==> src/rtl/spi_frame_rx.sv <==
// -----------------------------------------------------------------------------
// spi_frame_rx
//   SPI slave front end that oversamples the PIC link in the clk domain. It
//   assembles FRAME_BITS-bit frames (MSB first), shifts a reply word out on
//   sdi, and publishes the newest complete frame on q at the start of vsync.
//   As a result, downstream game state only changes between video frames.
//
// Build option:
//   SPI_TIMEOUT_EN - when defined, the receiver drops a partial frame after
//                    TIMEOUT_CYC idle clk cycles in SHIFT, which realigns the
//                    framing. When undefined, only reset_b realigns it.
//
// Ports:
//   clk          system clock, at least 8x the sck frequency
//   reset_b      asynchronous reset, active low
//   sck, sdo     SPI clock (idle low) and data from the PIC, both asynchronous
//   vsync        active-low sync from the video controller, asynchronous
//   d            reply word, loaded into the reply shifter at frame completion
//   sdi          SPI data back to the PIC
//   q            last published frame
//   frame_valid  one-cycle pulse when q updates
//   busy         1 while a frame is being shifted
//   drop_cnt     frames overwritten before publication (saturates at 255)
// -----------------------------------------------------------------------------
module spi_frame_rx #(
   parameter int FRAME_BITS  = 32,
   parameter int SYNC_STAGES = 2,
   parameter int TIMEOUT_CYC = 4096
) (
   input  logic                  clk,
   input  logic                  reset_b,
   input  logic                  sck,
   input  logic                  sdo,
   input  logic                  vsync,
   input  logic [FRAME_BITS-1:0] d,
   output logic                  sdi,
   output logic [FRAME_BITS-1:0] q,
   output logic                  frame_valid,
   output logic                  busy,
   output logic [7:0]            drop_cnt
);

   localparam int CW = $clog2(FRAME_BITS);

   typedef enum logic {IDLE = 1'b0, SHIFT = 1'b1} state_t;

   // Synchronisers. sdo goes through the same depth as sck, so sdo_s is the
   // data that was on the pin when the detected sck edge happened.
   logic [SYNC_STAGES-1:0] sck_sync, sdo_sync, vs_sync;
   logic                   sck_d, vs_d;
   logic                   sck_s, sdo_s, vs_s;
   logic                   sck_fall, vs_fall;

   always_ff @(posedge clk or negedge reset_b) begin
      if (!reset_b) begin
         sck_sync <= '0;
         sdo_sync <= '0;
         vs_sync  <= '0;
         sck_d    <= 1'b0;
         vs_d     <= 1'b0;
      end else begin
         sck_sync <= {sck_sync[SYNC_STAGES-2:0], sck};
         sdo_sync <= {sdo_sync[SYNC_STAGES-2:0], sdo};
         vs_sync  <= {vs_sync[SYNC_STAGES-2:0], vsync};
         sck_d    <= sck_s;
         vs_d     <= vs_s;
      end
   end

   assign sck_s    = sck_sync[SYNC_STAGES-1];
   assign sdo_s    = sdo_sync[SYNC_STAGES-1];
   assign vs_s     = vs_sync[SYNC_STAGES-1];
   assign sck_fall = sck_d & ~sck_s;
   assign vs_fall  = vs_d & ~vs_s;   // vsync is active low: a fall starts the pulse

   state_t                state;
   logic [CW-1:0]         cnt;
   logic [FRAME_BITS-2:0] qsr;       // only the low bits ever reach a frame
   logic [FRAME_BITS-1:0] dsr;
   logic [FRAME_BITS-1:0] qbuf;
   logic                  pending;
   logic                  timeout;
   logic                  last_bit;
   logic                  frame_done;
   logic [FRAME_BITS-1:0] new_word;

   assign last_bit   = (cnt == CW'(FRAME_BITS-1));
   assign frame_done = sck_fall & last_bit;
   assign new_word   = {qsr, sdo_s};

`ifdef SPI_TIMEOUT_EN
   localparam int TW = $clog2(TIMEOUT_CYC+1);
   logic [TW-1:0] idle_cnt;
   logic          sck_edge;

   assign sck_edge = sck_d ^ sck_s;
   assign timeout  = (state == SHIFT) && !sck_edge && (idle_cnt == TW'(TIMEOUT_CYC));

   always_ff @(posedge clk or negedge reset_b) begin
      if (!reset_b)
         idle_cnt <= '0;
      else if (state != SHIFT || sck_edge || timeout)
         idle_cnt <= '0;
      else
         idle_cnt <= idle_cnt + TW'(1);
   end
`else
   assign timeout = 1'b0;
`endif

   always_ff @(posedge clk or negedge reset_b) begin
      if (!reset_b) begin
         state       <= IDLE;
         busy        <= 1'b0;
         cnt         <= '0;
         qsr         <= '0;
         dsr         <= '0;
         qbuf        <= '0;
         q           <= '0;
         pending     <= 1'b0;
         frame_valid <= 1'b0;
         drop_cnt    <= '0;
         sdi         <= 1'b0;
      end else begin
         frame_valid <= 1'b0;
         sdi         <= dsr[FRAME_BITS-1];

         // Shift path
         if (sck_fall) begin
            qsr <= new_word[FRAME_BITS-2:0];
            if (last_bit) begin
               cnt <= '0;
               dsr <= d;
            end else begin
               cnt <= cnt + CW'(1);
               dsr <= {dsr[FRAME_BITS-2:0], 1'b0};
            end
         end else if (timeout) begin
            // Drop the partial frame. qbuf, pending and drop_cnt are untouched.
            cnt <= '0;
            dsr <= d;
            qsr <= '0;
         end

         // FSM
         case (state)
            IDLE:
               if (sck_fall) begin
                  state <= SHIFT;
                  busy  <= 1'b1;
               end
            SHIFT:
               if (frame_done || timeout) begin
                  state <= IDLE;
                  busy  <= 1'b0;
               end
            default: begin
               state <= IDLE;
               busy  <= 1'b0;
            end
         endcase

         // Publication. A frame that completes on the vsync edge goes straight
         // to q. Whatever was waiting in qbuf is superseded and is not counted
         // as a drop.
         if (frame_done && vs_fall) begin
            q           <= new_word;
            frame_valid <= 1'b1;
            pending     <= 1'b0;
         end else if (frame_done) begin
            qbuf    <= new_word;
            pending <= 1'b1;
            if (pending && drop_cnt != 8'hFF)
               drop_cnt <= drop_cnt + 8'd1;
         end else if (vs_fall && pending) begin
            q           <= qbuf;
            frame_valid <= 1'b1;
            pending     <= 1'b0;
         end
      end
   end

endmodule

==> config.mk <==
export PLATFORM = sky130hd
export DESIGN_NAME = spi_frame_rx
export DESIGN_NICKNAME = d
export VERILOG_FILES = /design/src/rtl/spi_frame_rx.sv
export SDC_FILE = /design/constraint.sdc
export NUM_CORES = 1
export LEC_CHECK = 0
export CORE_ASPECT_RATIO = 0.75
export CORE_MARGIN = 1.5
export CORE_UTILIZATION = 45
export DETAILED_ROUTE_END_ITERATION = 7
export PLACE_DENSITY = 0.65
export SYNTH_ARGS = -nofsm -noshare
export SYNTH_HDL_FRONTEND = slang
export SYNTH_SLANG_ARGS = --single-unit
==> constraint.sdc <==
create_clock -name clk -period 6.2 [get_ports clk]
set_input_delay 1.86 -clock clk [delete_from_list [all_inputs] [get_ports clk]]
set_output_delay 1.86 -clock clk [all_outputs]
set_load 0.01 [all_outputs]
==> run metrics <==
routability-driven placement congestion ratio 0.7201; overall die width between 100 and 150 um; CTS sink count approximately 150; y dimension of the die between 100 and 150 um; total via count in the routed design around 4,000; Remaining Overflow, GRT 0; number of register bits inferred by synthesis 153; Post-Syn Instances about 470; CTS Hold Buffers Added 0; Adder-Cell Fraction of Synth Area less than 1%; Mean Syn Cell Area between 10 and 15 um2; number of buffers inserted by post-CTS setup repair 0; area after detailed placement around 7000 um2; Setup CP Type register to register; area share of the largest cell type after synthesis around three fifths; share of layout cells above drive strength 1 19.86%; post-synthesis instance area approximately 6200 um2; largest fanout on the critical path 34; power density over cell area about 350 nW/um2; routed vias/inst between 5 and 6; fraction of the yosys area taken by sequential cells 61.82%; outcome completed; slew at the pin closest to its max-slew limit 1.183 ns; Skew-Pair Late Insertion Delay between 0.4 and 0.5 ns; post-synthesis compound-gate area fraction between 10% and 20%; post-DP HPWL 7.170 mm; overall routing resource usage about 18%; fraction of registers with async set/reset 100.0%; worst reg2reg path depth 8; leakage component of the power 3.456 nW; biggest area consumer among synthesized cells dfrtp_1; crit path launch type register; number of max-slew violations in the final report 0; area of the placeable core roughly 13,000 um2; multi-input logic area about 2200 um2; first drt pass iteration count 4; most numerous cell in the Yosys netlist dfrtp_1; skew final 0.006971 ns; total routed wirelength roughly 12 mm; slack of the worst reg-to-reg path between 2 and 3 ns; number of enable flip-flop cells after synthesis 0; effective utilization at floorplan a little under half; mux share of post-synthesis cell area between 10% and 20%; clock tree from TritonCTS yes; P&R area growth vs syn 23.43%; Layout Nets ~580; endpoints failing setup 0; CTS resizes 0; number of buffers on the longest clock path 2; Residual DRC 0; maximum number of pins on one net before global-route repair roughly 110; first-pass GRT wire length a little over 20 mm; top flip-flop cell by instance count after synthesis dfrtp_1; Worst setup EP type register; critical path arrival 3.88 ns; Syn Nets approximately 510; Ports 80; max frequency about 280 MHz; Cell Count Post-Placement about 690; antenna violations before repair 0; fill cell total of the finished layout around 1,100; via count of the first global-routing pass approximately 4,000; final critical path time including I/O delays and setup between 3 and 4 ns; TritonCTS buffer count 17; Antenna Diode Count 0; input/output buffers slightly below 80; Power, Total around 2.7 mW; post-route fraction of the period consumed by the critical path 57.16%; Max-Slew Margin vs Limit roughly a fifth; main area contributors after synthesis dfrtp_1 62%, mux2_2 12%, mux2i_1 5.2%; setup repair after global routing missed its margin no; most used standard cells in the synthesized netlist 153 x dfrtp_1, 65 x mux2_2, 43 x nand2_1, 36 x o21ai_0; wire per inst 16.46 um; DRC violation total after the first TritonRoute iteration around 150; clock transition at the registers of the reported paths about 0.060 ns; simple logic cell fraction of the synthesized area roughly 5.7%; aggregate negative setup slack 0 ns; worst hold path depth 0; number of max-cap violations 0; DIE AREA approximately 14,000 um2; number of standard cells in the layout, taps in and fillers out between 700 and 800; number of levels the H-tree was split into 4; largest vdd supply drop 0.0002228 V; Root Buffer Master clkbuf_16; number of placement rows 36; CP required roughly 6.5 ns; xor and xnor fraction of the mapped netlist area less than 1%; count of endpoints failing hold in the final timing report 0; main combinational cell family by area after synthesis multiplexers; post-layout instance area 7645 um2; count of warnings emitted by yosys 0; class of the most critical hold timing path register to register; Post-DRT Antenna Nets 0; Cell variety after synth 33; Sequential Area 3829 um2
-- where the power goes --
group          leakage (nW)  internal (mW)  switching (mW)
Sequential             2.06           1.17           0.122
Combinational          1.13          0.255           0.173
Clock                 0.269          0.551           0.407
-- cell usage in the layout, fill, tap and decap left out, types with 2 or more instances in the layout --
cell type          n
ha_1               3
clkinv_4           5
and3_1             2
o22ai_1           32
o21ai_0           36
nor2_1             4
clkinvlp_4         3
xnor2_1            3
clkdlybuf4s50_1   78
nand2_1           43
nor3_1             4
clkbuf_16         17
nand2b_1           3
mux2_1             3
mux2i_1           32
nand3_1            4
dfrtp_1          153
clkinv_2           5
a21oi_1            2
buf_4              4
a2bb2oi_1         32
nand4_1            3
inv_1              2
mux2_2            65
-- per-layer routing --
metal	wire [um]	global-route usage [%]
met1	6023	25.71
met2	5201	26.12
met3	541	4.766
met4	167	6.241
met5	0	0
-- worst paths after layout --
path                             start     endpoint
setup / recovery                cnt[0]         q[2]
hold / removal             sck_sync[0]  sck_sync[1]
setup reg to reg                cnt[0]         q[2]
hold reg to reg            sck_sync[0]  sck_sync[1]
max in group asynchronous      reset_b      qbuf[5]
min in group asynchronous      reset_b      dsr[17]
-- logic make-up after synthesis --
logic type	Yosys count
compound gates	103
xor+xnor	4
fa+ha+maj	4
buf+inv	34
flops	153
mux	100
simple gates	73
-- worst max-delay path, stage by stage (launching register included) --
cell,delay (ns)
dfrtp_1,0.38
ha_1,0.18
and3_1,0.18
ha_2,0.86
nand3b_1,0.13
buf_4,0.30
nand2_1,0.91
o22ai_1,0.27
a2bb2oi_1,0.22
-- area by class of cell --
cell class,instances,area share [%]
multi-input combinational,284,29.00
inverter,2,0.09820
timing repair buffer,83,10.75
clock buffer,17,5.565
sequential,153,50.08
clock inverter,15,1.702
tap,171,2.799
-- through the flow --
stage | util (%) | setup slack, ns | hold slack (ns)
detailed placement | 53.72 | 2.599 | 0.3396
global placement | 53.72 | 2.691 | 0.3354
CTS | 57.93 | 2.601 | 0.3570
floorplan | - | 3.917 | 0.3312
global route | 57.93 | 2.298 | 0.3644
finish | 57.93 | 2.656 | 0.3562
-- state kept, by name, indices dropped and copies added, names as in the netlist, 2 cells and up --
register and count:
cnt 5, drop_cnt 8, dsr 32, q 32, qbuf 32, qsr 31
sck_sync 2, sdo_sync 2, vs_sync 2
Note: power is estimated with default switching activity, not from simulation.
